**src/rtl/uart_pkg.sv**
```systemverilog
// Shared definitions for the UART transmit feeder: the byte width and the
// send-sequencer state encoding.
package uart_pkg;

    localparam int DATA_W = 8;

    typedef enum logic [1:0] {
        IDLE      = 2'd0,
        LOAD      = 2'd1,
        SEND      = 2'd2,
        WAIT_DONE = 2'd3
    } feeder_state_e;

endpackage

```
**src/rtl/sync_fifo.sv**
```systemverilog
// Circular byte FIFO with an explicit occupancy counter, registered
// full/empty/level flags and a sticky overflow flag.
module sync_fifo
    import uart_pkg::*;
#(
    parameter int DEPTH  = 16,
    parameter int ADDR_W = $clog2(DEPTH)
) (
    input  logic              clock,
    input  logic              reset_n,
    input  logic              push,
    input  logic [DATA_W-1:0] push_data,
    input  logic              pop,
    output logic [DATA_W-1:0] head_data,
    input  logic              clr_ovf,
    output logic              full,
    output logic              empty,
    output logic [ADDR_W:0]   level,
    output logic              overflow
);

    localparam logic [ADDR_W-1:0] PTR_ONE   = ADDR_W'(1);
    localparam logic [ADDR_W:0]   COUNT_ONE = (ADDR_W + 1)'(1);
    localparam logic [ADDR_W:0]   COUNT_MAX = (ADDR_W + 1)'(DEPTH);

    logic [DATA_W-1:0] mem_q [DEPTH];
    logic [ADDR_W-1:0] wr_ptr_q, wr_ptr_d;
    logic [ADDR_W-1:0] rd_ptr_q, rd_ptr_d;
    logic [ADDR_W:0]   count_q, count_d;
    logic              full_q, full_d;
    logic              empty_q, empty_d;
    logic              overflow_q, overflow_d;
    logic              pop_ok;
    logic              push_ok;

    // A pop in the same cycle frees a slot, so a push at full still lands.
    always_comb begin
        pop_ok     = pop && !empty_q;
        push_ok    = push && (!full_q || pop_ok);
        wr_ptr_d   = wr_ptr_q;
        rd_ptr_d   = rd_ptr_q;
        count_d    = count_q;
        if (push_ok) begin
            wr_ptr_d = wr_ptr_q + PTR_ONE;
        end
        if (pop_ok) begin
            rd_ptr_d = rd_ptr_q + PTR_ONE;
        end
        if (push_ok && !pop_ok) begin
            count_d = count_q + COUNT_ONE;
        end else if (pop_ok && !push_ok) begin
            count_d = count_q - COUNT_ONE;
        end
        full_d     = (count_d == COUNT_MAX);
        empty_d    = (count_d == '0);
        overflow_d = (push && !push_ok) || (overflow_q && !clr_ovf);
    end

    always_ff @(posedge clock or negedge reset_n) begin
        if (!reset_n) begin
            wr_ptr_q   <= '0;
            rd_ptr_q   <= '0;
            count_q    <= '0;
            full_q     <= 1'b0;
            empty_q    <= 1'b1;
            overflow_q <= 1'b0;
        end else begin
            wr_ptr_q   <= wr_ptr_d;
            rd_ptr_q   <= rd_ptr_d;
            count_q    <= count_d;
            full_q     <= full_d;
            empty_q    <= empty_d;
            overflow_q <= overflow_d;
        end
    end

    always_ff @(posedge clock) begin
        if (push_ok) begin
            mem_q[wr_ptr_q] <= push_data;
        end
    end

    assign head_data = mem_q[rd_ptr_q];
    assign full      = full_q;
    assign empty     = empty_q;
    assign level     = count_q;
    assign overflow  = overflow_q;

endmodule

```
**src/rtl/uart_tx_feeder.sv**
```systemverilog
// Buffers bytes from the register side and hands them one at a time to the
// UART transmitter, waiting for its active/done handshake between frames.
module uart_tx_feeder
    import uart_pkg::*;
#(
    parameter int DEPTH  = 16,
    parameter int ADDR_W = $clog2(DEPTH)
) (
    input  logic              clock,
    input  logic              reset_n,
    input  logic              enable,
    input  logic              wr_en,
    input  logic [DATA_W-1:0] wr_data,
    output logic              full,
    output logic              empty,
    output logic [ADDR_W:0]   level,
    output logic              overflow,
    input  logic              clr_ovf,
    output logic              busy,
    output logic [DATA_W-1:0] tx_data,
    output logic              tx_send,
    input  logic              tx_active,
    input  logic              tx_done
);

    feeder_state_e     state_q, state_d;
    logic [DATA_W-1:0] tx_data_q, tx_data_d;
    logic [DATA_W-1:0] head_data;
    logic              pop;

    sync_fifo #(
        .DEPTH  (DEPTH),
        .ADDR_W (ADDR_W)
    ) u_fifo (
        .clock     (clock),
        .reset_n   (reset_n),
        .push      (wr_en),
        .push_data (wr_data),
        .pop       (pop),
        .head_data (head_data),
        .clr_ovf   (clr_ovf),
        .full      (full),
        .empty     (empty),
        .level     (level),
        .overflow  (overflow)
    );

    // Completion only counts once the transmitter has gone active, so an idle
    // transmitter's standing done flag cannot end a frame early.
    always_comb begin
        state_d   = state_q;
        tx_data_d = tx_data_q;
        pop       = 1'b0;
        case (state_q)
            IDLE: begin
                if (enable && !empty) begin
                    state_d = LOAD;
                end
            end
            LOAD: begin
                pop       = 1'b1;
                tx_data_d = head_data;
                state_d   = SEND;
            end
            SEND: begin
                if (tx_active) begin
                    state_d = WAIT_DONE;
                end
            end
            WAIT_DONE: begin
                if (tx_done && !tx_active) begin
                    state_d = (enable && !empty) ? LOAD : IDLE;
                end
            end
            default: begin
                state_d = IDLE;
            end
        endcase
    end

    always_ff @(posedge clock or negedge reset_n) begin
        if (!reset_n) begin
            state_q   <= IDLE;
            tx_data_q <= '0;
        end else begin
            state_q   <= state_d;
            tx_data_q <= tx_data_d;
        end
    end

    assign tx_data = tx_data_q;
    assign tx_send = (state_q == SEND);
    assign busy    = (state_q != IDLE);

endmodule

```
**config.mk**
```make
export PLATFORM = sky130hd
export DESIGN_NAME = uart_tx_feeder
export DESIGN_NICKNAME = d
export VERILOG_FILES = /design/src/rtl/uart_pkg.sv /design/src/rtl/sync_fifo.sv /design/src/rtl/uart_tx_feeder.sv
export SDC_FILE = /design/constraint.sdc
export NUM_CORES = 1
export LEC_CHECK = 0
export ABC_AREA = 1
export CAP_MARGIN = 20
export CORE_MARGIN = 8
export CORE_UTILIZATION = 55
export CTS_CLUSTER_SIZE = 14
export DETAILED_ROUTE_END_ITERATION = 6
export PLACE_DENSITY = 0.74
export SKIP_LAST_GASP = 1
export SYNTH_ARGS = -nofsm -noshare
export SYNTH_HDL_FRONTEND = slang
export SYNTH_SLANG_ARGS = --single-unit
```
**constraint.sdc**
```tcl
create_clock -name clock -period 2.3 [get_ports clock]
set_input_delay 0.46 -clock clock [delete_from_list [all_inputs] [get_ports clock]]
set_output_delay 0.46 -clock clock [all_outputs]
set_load 0.005 [all_outputs]
```
# ---- Yosys cells after proc, flatten, opt, wreduce, memory -nomap -nowiden
# Memories as Yosys holds them, arrays and structs flattened. A register that Yosys moved wholly into a read port is not among the register bits.
# Cells that the tools add are included.
dict set report word_totals {
  regBits 18
  latchBits 0
  mem_bits_rw 128
  rom_bits 0
  input_bits 15
  output_inout_bits 18
  elab_cells 50
  mem_count 1
}
dict set report classes {
  add_sub_neg 4
  multipliers 0
  n_div 0
  n_lt_le_gt_ge 0
  n_eq_ne 7
  shift 0
  n_mux 10
  n_bitwise 0
  reduce_logical 21
}
# memory words width rd rd_clocked_by_memory_dff write_ports line
set memory_table {}
lappend memory_table {u_fifo.mem_q 16 8 1 1 1 sync_fifo.sv:26} ;# logic [DATA_W-1:0] mem_q [DEPTH];
# op n
set ops {}
lappend ops {{5-bit 2-to-1 mux} 2}
lappend ops {{4-bit by 1-bit adder with 4-bit output, second input constant} 2}
lappend ops {{1-bit logical AND} 8}
lappend ops {{2-bit case mux with 4 select lines} 1}
lappend ops {{1-bit zero test} 7}
lappend ops {{2-bit 2-to-1 mux} 3}
lappend ops {{5-bit by 1-bit adder with 5-bit output, second input constant} 1}
lappend ops {{5-bit equality test, second input constant} 1}
lappend ops {{5-bit zero test} 1}
lappend ops {{5-bit by 1-bit subtractor with 5-bit output, second input constant} 1}
lappend ops {{2-bit equality test, second input constant} 2}
lappend ops {{1-bit 2-to-1 mux} 4}
lappend ops {{2-bit inequality test, second input constant} 2}
lappend ops {{3-bit AND reduction} 1}
lappend ops {{2-bit by 1-bit equality test with 1-bit output, second input constant} 1}
lappend ops {{2-bit zero test} 1}
lappend ops {{1-bit logical OR} 2}
lappend ops {{2-bit by 1-bit inequality test with 1-bit output, second input constant} 1}
lappend ops {{2-bit nonzero test} 1}

# ---- Depth between registers and ports, before layout
dict set report logic_depth {
  word_depth 10
  depth_mapped 11
  ltp_nobuf 11
}

# ---- Cells and area by module
# Synthesis repeated with hierarchy kept, for this count alone.
dict set report hier_totals {
  hier_cells 551
  hier_area_um2 6610.1
}
# module n_inst cells_each area_each_um2 seq_area_each_um2
set by_module_without_submodules {}
lappend by_module_without_submodules {sync_fifo 1 503 6068.3 4245.3}
lappend by_module_without_submodules {uart_tx_feeder 1 48 541.8 250.2}

# ---- Worst setup path after synthesis
# No wires, ideal clock.
dict set report synth_path {
  path_type {reg2reg}
  startpoint {register state_q[1]}
  endpoint {memory u_fifo.mem_q[11][0] (enable)}
  setup_time_ps 370
  arrival_ps 1645
  required_time_ps 1930
  slack_ps 285
  path_stages_with_launch 8
  path_buffers 1
  synth_period_minus_slack_ps 2015
  cell_sequence {dfrtp_1 -> inv_1 -> ha_1 -> buf_6 -> nand2_4 -> a21oi_4 -> nand2_1 -> nor2_1}
}
dict set report synth_via {
  elab_chain_cells 7
}
# item line
set synth_rtl {}
lappend synth_rtl {{from (decl)} uart_tx_feeder.sv:26} ;# feeder_state_e state_q, state_d;
lappend synth_rtl {{from (signal assigned)} uart_tx_feeder.sv:86} ;# state_q <= state_d;
lappend synth_rtl {{2-bit by 1-bit equality test with 1-bit output} uart_tx_feeder.sv:54} ;# case (state_q)
lappend synth_rtl {{1-bit 2-to-1 mux} uart_tx_feeder.sv:54}
lappend synth_rtl {{1-bit logical AND} sync_fifo.sv:38} ;# pop_ok = pop && !empty_q;
lappend synth_rtl {{1-bit logical OR} sync_fifo.sv:39} ;# push_ok = push && (!full_q || pop_ok);
lappend synth_rtl {{1-bit logical AND} sync_fifo.sv:39}
lappend synth_rtl {{1-bit 2-to-1 mux} sync_fifo.sv:78} ;# if (push_ok) begin
lappend synth_rtl {{1-bit 2-to-1 mux (implied by the code)} sync_fifo.sv:79} ;# mem_q[wr_ptr_q] <= push_data;
lappend synth_rtl {{to (decl)} sync_fifo.sv:26}
# Every way passes these cells.

# ---- Worst setup path after layout
dict set report layout_path {
  startpoint {register state_q[0]}
  endpoint {output busy}
}
dict set report layout_via {
  elab_chain_cells 1
}
# item line
set layout_rtl {}
lappend layout_rtl {{2-bit nonzero test} uart_tx_feeder.sv:93} ;# assign busy = (state_q != IDLE);
lappend layout_rtl {{to (decl)} uart_tx_feeder.sv:19} ;# output logic busy,
# Every way passes these cells.

==> results.json <==
{
  "routed-via-count": 4585,
  "clock-sinks": 154,
  "rrSetupSlack_ps": 290,
  "synth.net_count": 631,
  "final_antenna_net_count": 0,
  "crit_path_cell_trace": "inv_1 > ha_1 > inv_1 > clkdlybuf4s50_1",
  "rsz0062_at_grt": "no",
  "layout.cells.most_common_list": "sky130_fd_sc_hd__nand2_1, sky130_fd_sc_hd__edfxtp_1, sky130_fd_sc_hd__nand3_1, sky130_fd_sc_hd__buf_4, sky130_fd_sc_hd__clkdlybuf4s50_1",
  "syn_to_final_growth_pct": 17.8,
  "report.final.hold_viol_count": 0,
  "busiest_layer": "met2",
  "route.detailed.vias_per_inst": 5.56,
  "setup-tns-final_ps": 0,
  "worst_path_largest_cell_delay_ps": 490,
  "number_of_buffers_between_clock_root_and_the_deepest_sink": 2,
  "hold_path_class": "input port to async pin",
  "skew_ps": 6.19,
  "timing_worst_slew_pin_value_ps": 565,
  "hold_bufs_at_cts": 0,
  "final_worst_setup_slack_ps": 163,
  "num_rows": 40,
  "layout.cells.most_common": "sky130_fd_sc_hd__nand2_1",
  "detail_routed_net_length_per_standard_cell_um": 17.6,
  "die-width_um": 126,
  "hold-worst-slack_ps": 421,
  "yosys_top_cell_area_share": 0.581,
  "mappedNetlistArea_sq_mm": 0.00662,
  "pin_count_of_the_biggest_net_entering_global_routing": 65,
  "antenna-diode-count": 0,
  "synth.lib_cells_used.distinct": 26,
  "power_per_cell_area_mw_per_mm2": 1280,
  "postSynthCellCount": 605,
  "clockRootBuffer": "sky130_fd_sc_hd__clkbuf_16",
  "cp-end-kind": "primary output",
  "rd_place_congestion": 0.910,
  "dp_slack_ps": 62.7,
  "hpwl_after_dpl_um": 9780,
  "first_global_vias": 4561,
  "number_of_buffers_inserted_during_clock_tree_synthesis": 17,
  "grt_first_pass_wirelength_um": 23600,
  "run_status": "finished, final reports clean",
  "path_clk_slew_ps": 60,
  "maxCapViolations": 0,
  "synth_top_cells_by_area": "sky130_fd_sc_hd__edfxtp_1, sky130_fd_sc_hd__nand2_1, sky130_fd_sc_hd__dfrtp_1, sky130_fd_sc_hd__nand3_1, sky130_fd_sc_hd__ha_1",
  "post_synth.cell_area_avg_sq_um": 10.9,
  "clkLatencyLatePin_ps": 410,
  "final_layout_size_suffix_gt1_frac": 0.111,
  "arrival_ps": 1680,
  "fmax_ghz": 0.468,
  "time_the_worst_path_needs_with_i_o_delays_and_setup_ps": 2140,
  "cts.htree.levels": 4,
  "clock_tree_from_tritoncts": "done",
  "timing.critical_path.fanout_max": 4,
  "ratio_of_final_minimum_period_to_clock_period": 0.929,
  "timing.slew.headroom": 0.623,
  "postSynthRegisterBits": 154,
  "routed_wirelength_um": 14500,
  "io_count": 33,
  "overflow": 0,
  "core_region_area_sq_mm": 0.0119,
  "io_buffers": 32,
  "synthesis.yosys.warnings": 0,
  "detail_route.drc_violations": 0,
  "finalMaxSlewViolations": 0,
  "fp.dieH_um": 126,
  "grtUsageMet3": 0.0498,
  "global_route.usage.met2": 0.325,
  "cts.repair_timing.setup_buffer_count": 0,
  "critPathLaunchType": "flip-flop",
  "ys_seq_area_frac": 0.679,
  "initial_drc_count": 441,
  "detail_route.first_pass.iterations": 7,
  "initial_utilization": 0.558,
  "setup_viol_count_final": 0,
  "area_of_the_die_sq_mm": 0.0158,
  "grt_antenna_before_repair": 0,
  "all_layer_global_routing_usage": 0.195,
  "timing.setup.critical_path_class": "flip-flop to primary output",
  "final_core_util": 0.657,
  "synth_largest_area_cell": "sky130_fd_sc_hd__edfxtp_1",
  "critical_path_required_ps": 1840,
  "cellLeakagePower_nw": 3.14,
  "ctsResizeCount": 0,
  "use_met1": 0.235,
  "rr_startpoint": "state_q[1]$_DFFE_PN0P_",
  "rr_worst_depth": 7,
  "most_frequent_cell_on_the_critical_path": "sky130_fd_sc_hd__inv_1",
  "max-vdd-ir-drop_mv": 0.626,
  "critical_path.slowest_cell": "sky130_fd_sc_hd__clkdlybuf4s50_1",
  "finish.net_count": 692,
  "timing.rr.end": "u_fifo.mem_q[14][1]$_DFFE_PP_"
}
==> routing by layer <==
layer / vias to the layer above / wire [um]
li1: 2170 / -
met1: 2199 / 5930
met2: 182 / 7270
met3: 34 / 948
met4: 0 / 372
met5: - / 0
==> sequential cells by signal (all words and copies together) (netlist names) <==
name and count:
u_fifo.empty 1, u_fifo.mem_q 128, u_fifo.full 1, u_fifo.level 5
u_fifo.overflow 1, state_q 2, tx_data 8, u_fifo.rd_ptr_q 4
u_fifo.wr_ptr_q 4
==> how the worst max path moves through the flow <==
stage                                 from                            end  slack, ps  cells past startpoint
global placement                     wr_en  u_fifo.mem_q[11][5]$_DFFE_PP_         80                      6
global route        state_q[0]$_DFFE_PN0P_                           busy         60                      4
floorplan           state_q[1]$_DFFE_PN0P_  u_fifo.mem_q[11][0]$_DFFE_PP_        290                      7
finish              state_q[0]$_DFFE_PN0P_                           busy        160                      4
CTS                 state_q[0]$_DFFE_PN0P_                           busy        130                      4
detailed placement                   wr_en  u_fifo.mem_q[13][4]$_DFFE_PP_         60                      6
==> Yosys cell counts (all sizes together) <==
cell type	instances
ha	11
clkbuf	3
a31oi	1
clkinv	2
o21ai	2
nand2	235
xor2	7
nand4	5
inv	26
o22ai	1
dfrtp	25
edfxtp	128
o32ai	1
buf	23
a21oi	3
nor2	24
dfstp	1
nand3	107
==> report_power, final <==
group	internal [mW]	switching, mW
clock network	1.68	0.998
registers	3.48	0.261
logic	1.23	2.28
total	6.40	3.54
==> cell type report <==
| cell class | instances | area (sq um) |
|---|---|---|
| clock buffers | 21 | 440 |
| clock inverters | 10 | 126 |
| fillers | 858 | 4070 |
| inverters | 28 | 105 |
| multi-input cells | 397 | 1840 |
| flip-flops and latches | 154 | 4500 |
| well taps | 147 | 184 |
| repair buffers | 68 | 603 |
==> metrics by stage <==
| stage | instance area, sq um | total power [mW] | std cells |
|---|---|---|---|
| after floorplan | 6620 | 6.15 | 605 |
| after global placement | 7230 | 7.15 | 794 |
| after detailed placement | 7230 | 7.26 | 794 |
| after CTS | 7790 | 9.95 | 825 |
| after global routing | 7790 | 10.6 | 825 |
| final | 7790 | 9.94 | 825 |
==> critical path, delay by kind of cell (launching register included) <==
| kind | cells | cell delay (ps) |
|---|---|---|
| buffers and inverters | 3 | 650 |
| flip-flops | 1 | 370 |
| adder cells (fa/ha/maj) | 1 | 240 |
==> cell families after synthesis <==
kind of cell | Yosys count | synth area share
buf+inv | 54 | 0.0427
flops | 154 | 0.679
xor+xnor | 7 | 0.00927
simple gates | 371 | 0.239
compound gates | 8 | 0.00870
fa+ha+maj | 11 | 0.0208
Note: power is estimated with default switching activity, not from simulation.
